$ cat config.mk
export PLATFORM = sky130hd
export DESIGN_NAME = instr_fetch_unit
export DESIGN_NICKNAME = d
export VERILOG_FILES = /design/src/rtl/fetch_pkg.sv /design/src/rtl/fetch_fifo.sv /design/src/rtl/instr_fetch_unit.sv
export SDC_FILE = /design/constraint.sdc
export NUM_CORES = 1
export LEC_CHECK = 0
export CAP_MARGIN = 0
export CORE_UTILIZATION = 42
export DETAILED_ROUTE_END_ITERATION = 7
export PLACE_DENSITY = 0.74
export SLEW_MARGIN = 10
export SYNTH_ARGS = -nofsm -noshare
export SYNTH_HDL_FRONTEND = slang
export SYNTH_SLANG_ARGS = --single-unit
$ cat constraint.sdc
create_clock -name clk -period 11.1 [get_ports clk]
set_clock_uncertainty 0.15 [all_clocks]
set_input_delay 1.665 -clock clk [delete_from_list [all_inputs] [get_ports clk]]
set_output_delay 1.665 -clock clk [all_outputs]
set_load 0.02 [all_outputs]
$ cat src/rtl/fetch_pkg.sv
`default_nettype none
// ============================================================================
// Module      : fetch_pkg
// Description : Shared types and constants for the instruction fetch unit.
//               fetch_state_t : fetch FSM states (IDLE, REQ, DRAIN)
//               IR_RESET_WORD : ir_data value after reset, opcode 4'b1111,
//                               identical to the IR's own reset contents
//               PC_INC        : byte stride between sequential fetches
// Revision    : 1.0 - initial release
// ============================================================================
package fetch_pkg;

  typedef enum logic [1:0] {
    IDLE  = 2'd0,
    REQ   = 2'd1,
    DRAIN = 2'd2
  } fetch_state_t;

  localparam logic [31:0] IR_RESET_WORD = 32'hF000_0000;
  localparam int          PC_INC        = 4;

endpackage
`default_nettype wire

$ cat src/rtl/fetch_fifo.sv
`default_nettype none
// ============================================================================
// Module      : fetch_fifo
// Description : Prefetch buffer, DEPTH entries of WIDTH bits, with push, pop
//               and flush. DEPTH must be a power of two and at least 2.
//               clk       in  rising-edge clock
//               rst       in  asynchronous active-high reset
//               push      in  write push_data (ignored when full)
//               push_data in  WIDTH-bit entry to store
//               pop       in  drop the head entry (ignored when empty)
//               flush     in  discard every entry; wins over push and pop
//               pop_data  out head entry (valid when not empty)
//               count     out number of stored entries
//               full      out count == DEPTH
//               empty     out count == 0
// Revision    : 1.0 - initial release
// ============================================================================
module fetch_fifo #(
  parameter int DEPTH = 2,
  parameter int WIDTH = 64
) (
  input  logic                         clk,
  input  logic                         rst,
  input  logic                         push,
  input  logic [WIDTH-1:0]             push_data,
  input  logic                         pop,
  input  logic                         flush,
  output logic [WIDTH-1:0]             pop_data,
  output logic [$clog2(DEPTH):0]       count,
  output logic                         full,
  output logic                         empty
);

  localparam int PTR_W = $clog2(DEPTH);
  localparam int CNT_W = PTR_W + 1;

  logic [WIDTH-1:0] storage [DEPTH];
  logic [PTR_W-1:0] wr_ptr;
  logic [PTR_W-1:0] rd_ptr;
  logic             push_ok;
  logic             pop_ok;

  assign full     = (count == CNT_W'(DEPTH));
  assign empty    = (count == '0);
  assign push_ok  = push && !full;
  assign pop_ok   = pop && !empty;
  assign pop_data = storage[rd_ptr];

  // Pointers wrap naturally because DEPTH is a power of two.
  always_ff @(posedge clk or posedge rst) begin
    if (rst) begin
      wr_ptr <= '0;
      rd_ptr <= '0;
      count  <= '0;
      for (int i = 0; i < DEPTH; i++) begin
        storage[i] <= '0;
      end
    end else if (flush) begin
      wr_ptr <= '0;
      rd_ptr <= '0;
      count  <= '0;
    end else begin
      if (push_ok) begin
        storage[wr_ptr] <= push_data;
        wr_ptr          <= wr_ptr + PTR_W'(1);
      end
      if (pop_ok) begin
        rd_ptr <= rd_ptr + PTR_W'(1);
      end
      count <= count + CNT_W'(push_ok) - CNT_W'(pop_ok);
    end
  end

endmodule
`default_nettype wire

$ cat src/rtl/instr_fetch_unit.sv
`default_nettype none
// ============================================================================
// Module      : instr_fetch_unit
// Description : Fetch side of the instruction-register interface. Keeps the
//               fetch PC, prefetches words over a req/ack memory handshake
//               into a small buffer and hands one word per next_instr to the
//               IR: ir_data/instr_pc settle one cycle, then ldir pulses once.
//               clk        in  rising-edge clock
//               rst        in  asynchronous active-high reset
//               mem_req    out memory read request
//               mem_addr   out read address, held while mem_req and no ack
//               mem_ack    in  one-cycle ack, mem_rdata valid with it
//               mem_rdata  in  instruction word from memory
//               next_instr in  control unit asks for the next word
//               pc_load    in  redirect strobe
//               pc_new     in  redirect target
//               ir_data    out word for the IR data input
//               ldir       out IR load strobe
//               instr_pc   out byte address of the word on ir_data
//               busy       out delivery in flight (ldir not yet finished)
//               fifo_empty out prefetch buffer empty (registered)
// Revision    : 1.0 - initial release
// ============================================================================
module instr_fetch_unit
  import fetch_pkg::*;
#(
  parameter int                ADDR_W     = 32,
  parameter logic [ADDR_W-1:0] RESET_PC   = '0,
  parameter int                FIFO_DEPTH = 2
) (
  input  logic              clk,
  input  logic              rst,
  output logic              mem_req,
  output logic [ADDR_W-1:0] mem_addr,
  input  logic              mem_ack,
  input  logic [31:0]       mem_rdata,
  input  logic              next_instr,
  input  logic              pc_load,
  input  logic [ADDR_W-1:0] pc_new,
  output logic [31:0]       ir_data,
  output logic              ldir,
  output logic [ADDR_W-1:0] instr_pc,
  output logic              busy,
  output logic              fifo_empty
);

  localparam int                CNT_W   = $clog2(FIFO_DEPTH) + 1;
  localparam logic [CNT_W-1:0]  DEPTH_C = CNT_W'(FIFO_DEPTH);

  fetch_state_t        state;
  fetch_state_t        state_next;
  logic [ADDR_W-1:0]   fetch_pc;
  logic [ADDR_W-1:0]   fetch_pc_next;
  logic [ADDR_W-1:0]   req_addr;

  logic                buf_push;
  logic                buf_pop;
  logic [ADDR_W+31:0]  buf_head;
  logic [CNT_W-1:0]    buf_count;
  logic [CNT_W-1:0]    count_after;
  logic                buf_full;
  logic                buf_empty;

  // A word acked in the same cycle as a redirect belongs to the old stream.
  assign buf_push = (state == REQ) && mem_ack && !pc_load && !buf_full;
  // Requests that arrive while empty, busy or redirecting are dropped.
  assign buf_pop  = next_instr && !buf_empty && !busy && !pc_load;

  // Occupancy once the ack being taken this cycle has landed.
  assign count_after = buf_count + CNT_W'(1) - CNT_W'(buf_pop);

  assign mem_req  = (state == REQ) || (state == DRAIN);
  assign mem_addr = req_addr;

  fetch_fifo #(
    .DEPTH (FIFO_DEPTH),
    .WIDTH (ADDR_W + 32)
  ) u_fifo (
    .clk       (clk),
    .rst       (rst),
    .push      (buf_push),
    .push_data ({req_addr, mem_rdata}),
    .pop       (buf_pop),
    .flush     (pc_load),
    .pop_data  (buf_head),
    .count     (buf_count),
    .full      (buf_full),
    .empty     (buf_empty)
  );

  always_ff @(posedge clk or posedge rst) begin
    if (rst) begin
      state    <= IDLE;
      fetch_pc <= RESET_PC;
      req_addr <= RESET_PC;
    end else begin
      state    <= state_next;
      fetch_pc <= fetch_pc_next;
      // While draining, the abandoned request's address must stay on the
      // bus until memory acks it, even though fetch_pc already points at
      // the redirect target.
      if (state_next != DRAIN) begin
        req_addr <= fetch_pc_next;
      end
    end
  end

  always_comb begin
    state_next    = state;
    fetch_pc_next = fetch_pc;
    unique case (state)
      IDLE: begin
        // Only one request is ever outstanding, so the credit test reduces
        // to the stored count; a redirect empties the buffer this cycle.
        if (pc_load || (buf_count < DEPTH_C)) begin
          state_next = REQ;
        end
      end
      REQ: begin
        if (mem_ack) begin
          if (pc_load) begin
            state_next = IDLE;
          end else begin
            fetch_pc_next = fetch_pc + ADDR_W'(PC_INC);
            state_next    = (count_after < DEPTH_C) ? REQ : IDLE;
          end
        end else if (pc_load) begin
          state_next = DRAIN;
        end
      end
      DRAIN: begin
        if (mem_ack) begin
          state_next = IDLE;
        end
      end
      default: state_next = IDLE;
    endcase
    if (pc_load) begin
      fetch_pc_next = pc_new;
    end
  end

  // Delivery: data/address settle in the cycle after the pop, ldir rises
  // one cycle later so the edge-triggered IR samples stable data.
  always_ff @(posedge clk or posedge rst) begin
    if (rst) begin
      ir_data  <= IR_RESET_WORD;
      instr_pc <= RESET_PC;
      busy     <= 1'b0;
      ldir     <= 1'b0;
    end else if (buf_pop) begin
      ir_data  <= buf_head[31:0];
      instr_pc <= buf_head[ADDR_W+31:32];
      busy     <= 1'b1;
      ldir     <= 1'b0;
    end else if (busy && !ldir) begin
      ldir <= 1'b1;
    end else if (ldir) begin
      ldir <= 1'b0;
      busy <= 1'b0;
    end
  end

  always_ff @(posedge clk or posedge rst) begin
    if (rst) begin
      fifo_empty <= 1'b1;
    end else begin
      fifo_empty <= (buf_count == '0);
    end
  end

endmodule
`default_nettype wire

# Yosys cells after proc, flatten, opt, wreduce, memory -nomap -nowiden
# Index checks and enable logic that the tools add are counted.
[classes]
n_mul = 0
order_cmp = 5
addsub = 7
bitwise = 3
n_mux = 26
n_reduce_logical = 24
div = 0
n_eq_ne = 5
shifts = 0
[ops]
columns = ["cell", "count"]
rows = [
  ["64-bit two-way mux", 4],
  ["128-bit bitwise mux", 1],
  ["32-bit two-way mux", 3],
  ["64-bit demux with 1-bit select", 1],
  ["32-bit by 3-bit adder with 32-bit output, second input constant", 1],
  ["1-bit two-way mux", 11],
  ["1-bit logical AND", 10],
  ["2-bit two-way mux", 5],
  ["2-bit one-hot mux with 3 select lines", 1],
  ["2-bit nonzero test", 3],
  ["1-bit zero test", 5],
  ["2-bit == test, second input constant", 2],
  ["2-bit >= comparator, second input constant", 2],
  ["2-bit zero test", 2],
  ["2-bit < comparator, second input constant", 2],
  ["2-bit != test, second input constant", 2],
  ["1-bit inverter with 2-bit output", 2],
  ["2-bit AND reduction", 2],
  ["2-bit by 1-bit subtractor with 2-bit output", 2],
  ["1-bit adder, second input constant", 2],
  ["2-bit by 1-bit adder with 2-bit output", 1],
  ["2-bit by 1-bit adder with 2-bit output, second input constant", 1],
  ["2-bit by 1-bit == test with 1-bit output, second input constant", 1],
  ["1-bit logical OR", 2],
  ["2 further kinds", 2],
]
[word_totals]
ramBits = 0
latch_bits = 0
out_inout_bits = 100
n_memories = 0
word_cells = 83
input_bits = 69
romBits = 0
ff_bits = 265

# Logic depth before layout (Yosys ltp)
[depth]
ltp_word = 12
mapped_depth = 12
ltp_nobuf = 8

# Hierarchy
# A second synthesis with hierarchy kept.
[hier_totals]
hier_cells = 933
area_unflattened_um2 = 11554.8
[modules_own_cells]
columns = ["mod", "n_inst", "area_each_um2", "cells_per_inst", "seq_area_each_um2"]
rows = [
  ["instr_fetch_unit", 1, 5808.1, 567, 3334.4],
  ["fetch_fifo", 1, 5746.8, 366, 3303.2],
]

# Least setup slack after synthesis
# OpenSTA, ideal clock, no wires.
[synth_path]
kind = "input port to flip-flop"
startpoint = "input port next_instr"
endpoint = "register u_fifo.count[0]"
path_buffers = 3
required_time_ns = 10.818
path_slack_ns = 7.561
setup_time_ns = 0.132
path_stages = 9
arrival_time_ns = 3.257
path_cell_list = "nor3b_1 > and2_1 > clkbuf_1 > clkbuf_1 > buf_2 > ha_1 > inv_1 > ha_1 > nor2b_1"
[synth_between]
elab_chain_len = 6
[synth_lines]
columns = ["element", "line", "rtl"]
rows = [
  ["from (decl)", "instr_fetch_unit.sv:37", "input logic next_instr,"],
  ["1-bit logical AND (3 in a row)", "instr_fetch_unit.sv:67", "assign buf_pop = next_instr && !buf_empty && !busy && !pc_load;"],
  ["1-bit logical AND", "fetch_fifo.sv:46", "assign pop_ok = pop && !empty;"],
  ["2-bit by 1-bit subtractor with 2-bit output", "fetch_fifo.sv:70", "count <= count + CNT_W'(push_ok) - CNT_W'(pop_ok);"],
  ["2-bit two-way mux", "fetch_fifo.sv:58", "end else if (flush) begin"],
  ["to (signal assigned)", "fetch_fifo.sv:70", ""],
  ["to (decl)", "fetch_fifo.sv:29", "output logic [$clog2(DEPTH):0] count,"],
]
# No other way between the ends.
# A chain may end at the register's enable or synchronous reset.

# Worst setup path after layout
[layout_path]
startpoint = "input port pc_load"
endpoint = "register instr_pc[23]"
[layout_between]
elab_chain_len = 2
[layout_lines]
columns = ["element", "line", "rtl"]
rows = [
  ["from (decl)", "instr_fetch_unit.sv:38", "input logic pc_load,"],
  ["1-bit zero test", "instr_fetch_unit.sv:67", ""],
  ["1-bit logical AND", "instr_fetch_unit.sv:67", ""],
  ["to (signal assigned)", "instr_fetch_unit.sv:153", "instr_pc <= buf_head[ADDR_W+31:32];"],
  ["to (decl)", "instr_fetch_unit.sv:42", "output logic [ADDR_W-1:0] instr_pc,"],
]
# No other way between the ends.

==> out/metrics.cfg <==
[setup_path]
worst_path_bufs_invs=4
worst_path_max_delay_cell=sky130_fd_sc_hd__inv_1
reg2reg_from=state[1]
cp_data_required_time_ns=11.40
worst_setup_path_end_kind=register
timing_worst_setup_path_type=input pin to register
worst-r2r-setup-slack_ns=8.01
critical_path_arrival_ns=4.75
crit_family=buffers and inverters
critPathLaunchType=input pin
startpoint=pc_load
worst_r2r_endpoint=u_fifo.storage[77]
cpPeakStageDelay_ns=0.71
cp.depth=7
cell_repeated_most_along_the_worst_path=sky130_fd_sc_hd__buf_4
critical_path.endpoint=instr_pc[23]
worstPathCellList=clkdlybuf4s50_1, buf_4, inv_1, and2_4, buf_4, nor2_1, a21oi_1
worst_r2r_path_depth=8
max_fo_critical_path=84

[global_routing]
first_global_vias=7318
grt_pass1_wl_um=39600
grt.overflow.total=0
groute.usage.overall=0.185
maximum_number_of_pins_on_one_net_before_global_route_repair=106
grt_antenna_before_repair=0

[cells_and_area]
most-common-layout-cells=sky130_fd_sc_hd__dfrtp_1, sky130_fd_sc_hd__clkdlybuf4s50_1, sky130_fd_sc_hd__mux2_2
final_net_count=1113
final_layout_size_suffix_gt1_frac=0.207
regArea_mm2=0.00664
multi_input_comb_area_mm2=0.00433
final_util=0.540
antenna_cells_inserted=0
area.growth.synth_to_final_pct=25.6
final_common_cell=sky130_fd_sc_hd__dfrtp_1
filler_cell_count=2243

[timing]
final_hold_slack_ns=0.248
finalSetupTns_ns=0
hold_violations=0
slew_headroom=0.278
post_route_minimum_period_ns=4.45
finalWorstSetupSlack_ns=6.65
fin_crit_sh=0.401
fmax_ghz=0.225
final_setup_violation_count=0
unrepaired_setup_endpoints_after_global_routing=no
tightestPinTransition_ns=1.08
slew_violations=0

[synth]
edff_count_synth=0
yosysUniqueCellTypes=45
ys_seq_elements=265
syn_inst=886
avgSynthCellArea_um2=12.7
sequential_fraction_of_the_synthesis_area=0.591
synth_warnings=0
synth.cell_area_mm2=0.0112
synth-async-reset-ratio=1.00
synth_top_flop_cell=sky130_fd_sc_hd__dfrtp_1
synth.net_count=962

[power]
cellPowerDensity_mw_per_mm2=263
irDropWorstVdd_mv=0.161
power_after_layout_w=0.00371
p_leak_nw=5.74

[die]
placeableCoreArea_mm2=0.0261
die_area_mm2=0.0274
dieHeight_um=165
die_width_um=165
count_of_standard_cell_rows=59
initial_core_util=0.430
count_of_pins_on_the_block_boundary=169

[route]
detail_route.vias_per_cell=5.33
remaining_drc_errors=25
antenna_violating_nets_post_route=0
drt-wirelength-per-cell_um=17.8
first_iter_violations=433
detailedRoute.firstPassIterationCount=7
vias=7425
finalWirelength_um=24800

[place]
dp.final_hpwl_um=15900
gp_congestion=0.875
numPortBuffers=168
dp_worst_setup_slack_ns=6.07

[cts]
tritoncts.num_buffers=28
cts_hold_repair.buffers=0
cts-htree-levels=1
clkSlewWorstSetupHoldPaths_ns=0.06
tritoncts_clock_tree=yes
cts.repair.resized=0
insertion_delay_ns=0.54
cts.path.max_buffers=3
cts-root-buf=sky130_fd_sc_hd__clkbuf_16
cts_num_sinks=265
cts_post_setup_buffers_inserted=0

[hold_path]
worst_hold_path_type=register to register

[run]
cap_viol_max_count=0

[status]
violations_in_the_final_reports=design-rule violations
status=finished, violations left

Yosys cell counts (2+ instances only):
| cell type | n | area [µm²] |
|---|---|---|
| sky130_fd_sc_hd__dfrtp_1 | 260 | 6510 |
| sky130_fd_sc_hd__mux2_2 | 154 | 1730 |
| sky130_fd_sc_hd__nor2_1 | 85 | 319 |
| sky130_fd_sc_hd__a21oi_1 | 66 | 330 |
| sky130_fd_sc_hd__mux2i_1 | 65 | 651 |
| sky130_fd_sc_hd__buf_2 | 26 | 130 |
| sky130_fd_sc_hd__nand2_1 | 25 | 93.8 |
| sky130_fd_sc_hd__clkbuf_1 | 24 | 90.1 |
| sky130_fd_sc_hd__o21ai_0 | 16 | 80.1 |
| sky130_fd_sc_hd__nand3_1 | 14 | 70.1 |
| sky130_fd_sc_hd__nand4_1 | 14 | 87.6 |
| sky130_fd_sc_hd__a31oi_1 | 13 | 81.3 |
| sky130_fd_sc_hd__or4_1 | 12 | 90.1 |
| sky130_fd_sc_hd__o31ai_1 | 10 | 75.1 |
| sky130_fd_sc_hd__inv_1 | 9 | 33.8 |
| sky130_fd_sc_hd__xnor2_1 | 9 | 78.8 |
| sky130_fd_sc_hd__mux2_1 | 8 | 90.1 |
| sky130_fd_sc_hd__ha_1 | 7 | 87.6 |
| sky130_fd_sc_hd__nor2b_1 | 7 | 43.8 |
| sky130_fd_sc_hd__xor2_1 | 7 | 61.3 |
| sky130_fd_sc_hd__nor4_1 | 6 | 37.5 |
| sky130_fd_sc_hd__and3_1 | 5 | 31.3 |
| sky130_fd_sc_hd__dfstp_2 | 5 | 131 |
| sky130_fd_sc_hd__buf_1 | 4 | 15.0 |
| sky130_fd_sc_hd__nand3b_1 | 4 | 30.0 |
| sky130_fd_sc_hd__and2_1 | 3 | 18.8 |
| sky130_fd_sc_hd__and4_1 | 3 | 26.3 |
| sky130_fd_sc_hd__nor4b_1 | 3 | 26.3 |
| sky130_fd_sc_hd__a22oi_1 | 2 | 15.0 |
| sky130_fd_sc_hd__nor3b_1 | 2 | 15.0 |
| sky130_fd_sc_hd__o41ai_1 | 2 | 17.5 |
| sky130_fd_sc_hd__or2_2 | 2 | 12.5 |
| sky130_fd_sc_hd__or3_1 | 2 | 12.5 |
state kept, by name, indices dropped and copies added, names as in the netlist:
name	flops
busy	1
fetch_pc	32
fifo_empty	1
instr_pc	32
ir_data	32
ldir	1
mem_addr	32
state	2
u_fifo.count	2
u_fifo.rd_ptr	1
u_fifo.storage	128
u_fifo.wr_ptr	1
how the worst min path moves through the flow:
stage / endpoint / start / cells past startpoint / slack, ns
2_1_floorplan: fifo_empty / u_fifo.count[0] / 1 / 0.23
3_3_place_gp: fifo_empty / u_fifo.count[0] / 1 / 0.23
3_5_place_dp: fifo_empty / u_fifo.count[0] / 1 / 0.24
4_1_cts: fifo_empty / u_fifo.count[0] / 1 / 0.25
5_1_grt: fifo_empty / u_fifo.count[0] / 1 / 0.27
6_report: fifo_empty / u_fifo.count[0] / 1 / 0.25
metal layers:
layer / GRT usage / part of all wire
met5: 0 / 0
met4: 0.0558 / 0.026
met3: 0.0375 / 0.065
met2: 0.289 / 0.46
met1: 0.258 / 0.45
stage by stage:
step / instance area, µm² / cells
final: 14100 / 1393
after global routing: 14100 / 1393
after CTS: 14100 / 1393
after detailed placement: 13200 / 1342
after global placement: 13200 / 1342
after floorplan: 11200 / 886
cell type report:
cell class	instances	share of cell area
Multi-Input combinational cell	558	0.307
Tap cell	335	0.0297
Sequential cell	265	0.471
Inverter	9	0.00293
Timing Repair Buffer	175	0.123
Clock buffer	45	0.0621
Clock inverter	6	0.00417
worst reg2reg max path, stage by stage, from the launching register on:
cell	delay (ns)
sky130_fd_sc_hd__dfrtp_1	0.41
sky130_fd_sc_hd__inv_1	0.11
sky130_fd_sc_hd__ha_1	0.30
sky130_fd_sc_hd__nand2_1	0.18
sky130_fd_sc_hd__a21oi_1	0.27
sky130_fd_sc_hd__and2_1	0.21
sky130_fd_sc_hd__nor2b_4	0.14
sky130_fd_sc_hd__buf_4	0.76
sky130_fd_sc_hd__mux2_2	0.46
power by group:
part / switching (W) / leakage (nW) / internal (W)
combinational: 0.000552 / 2.13 / 0.000633
sequential: 0.000241 / 3.15 / 0.00136
clock: 0.000373 / 0.464 / 0.000560
logic make-up after synthesis:
family,count (synthesis),synth area share
AOI/OAI and AO/OA,117,0.0594
xor gates and xnor gates,16,0.0125
adders and majority gates,7,0.00780
buffers and inverters,63,0.0240
DFF,265,0.591
muxes,227,0.220
and+or+nand+nor,191,0.0845
Power figures use the tool's default switching activity.
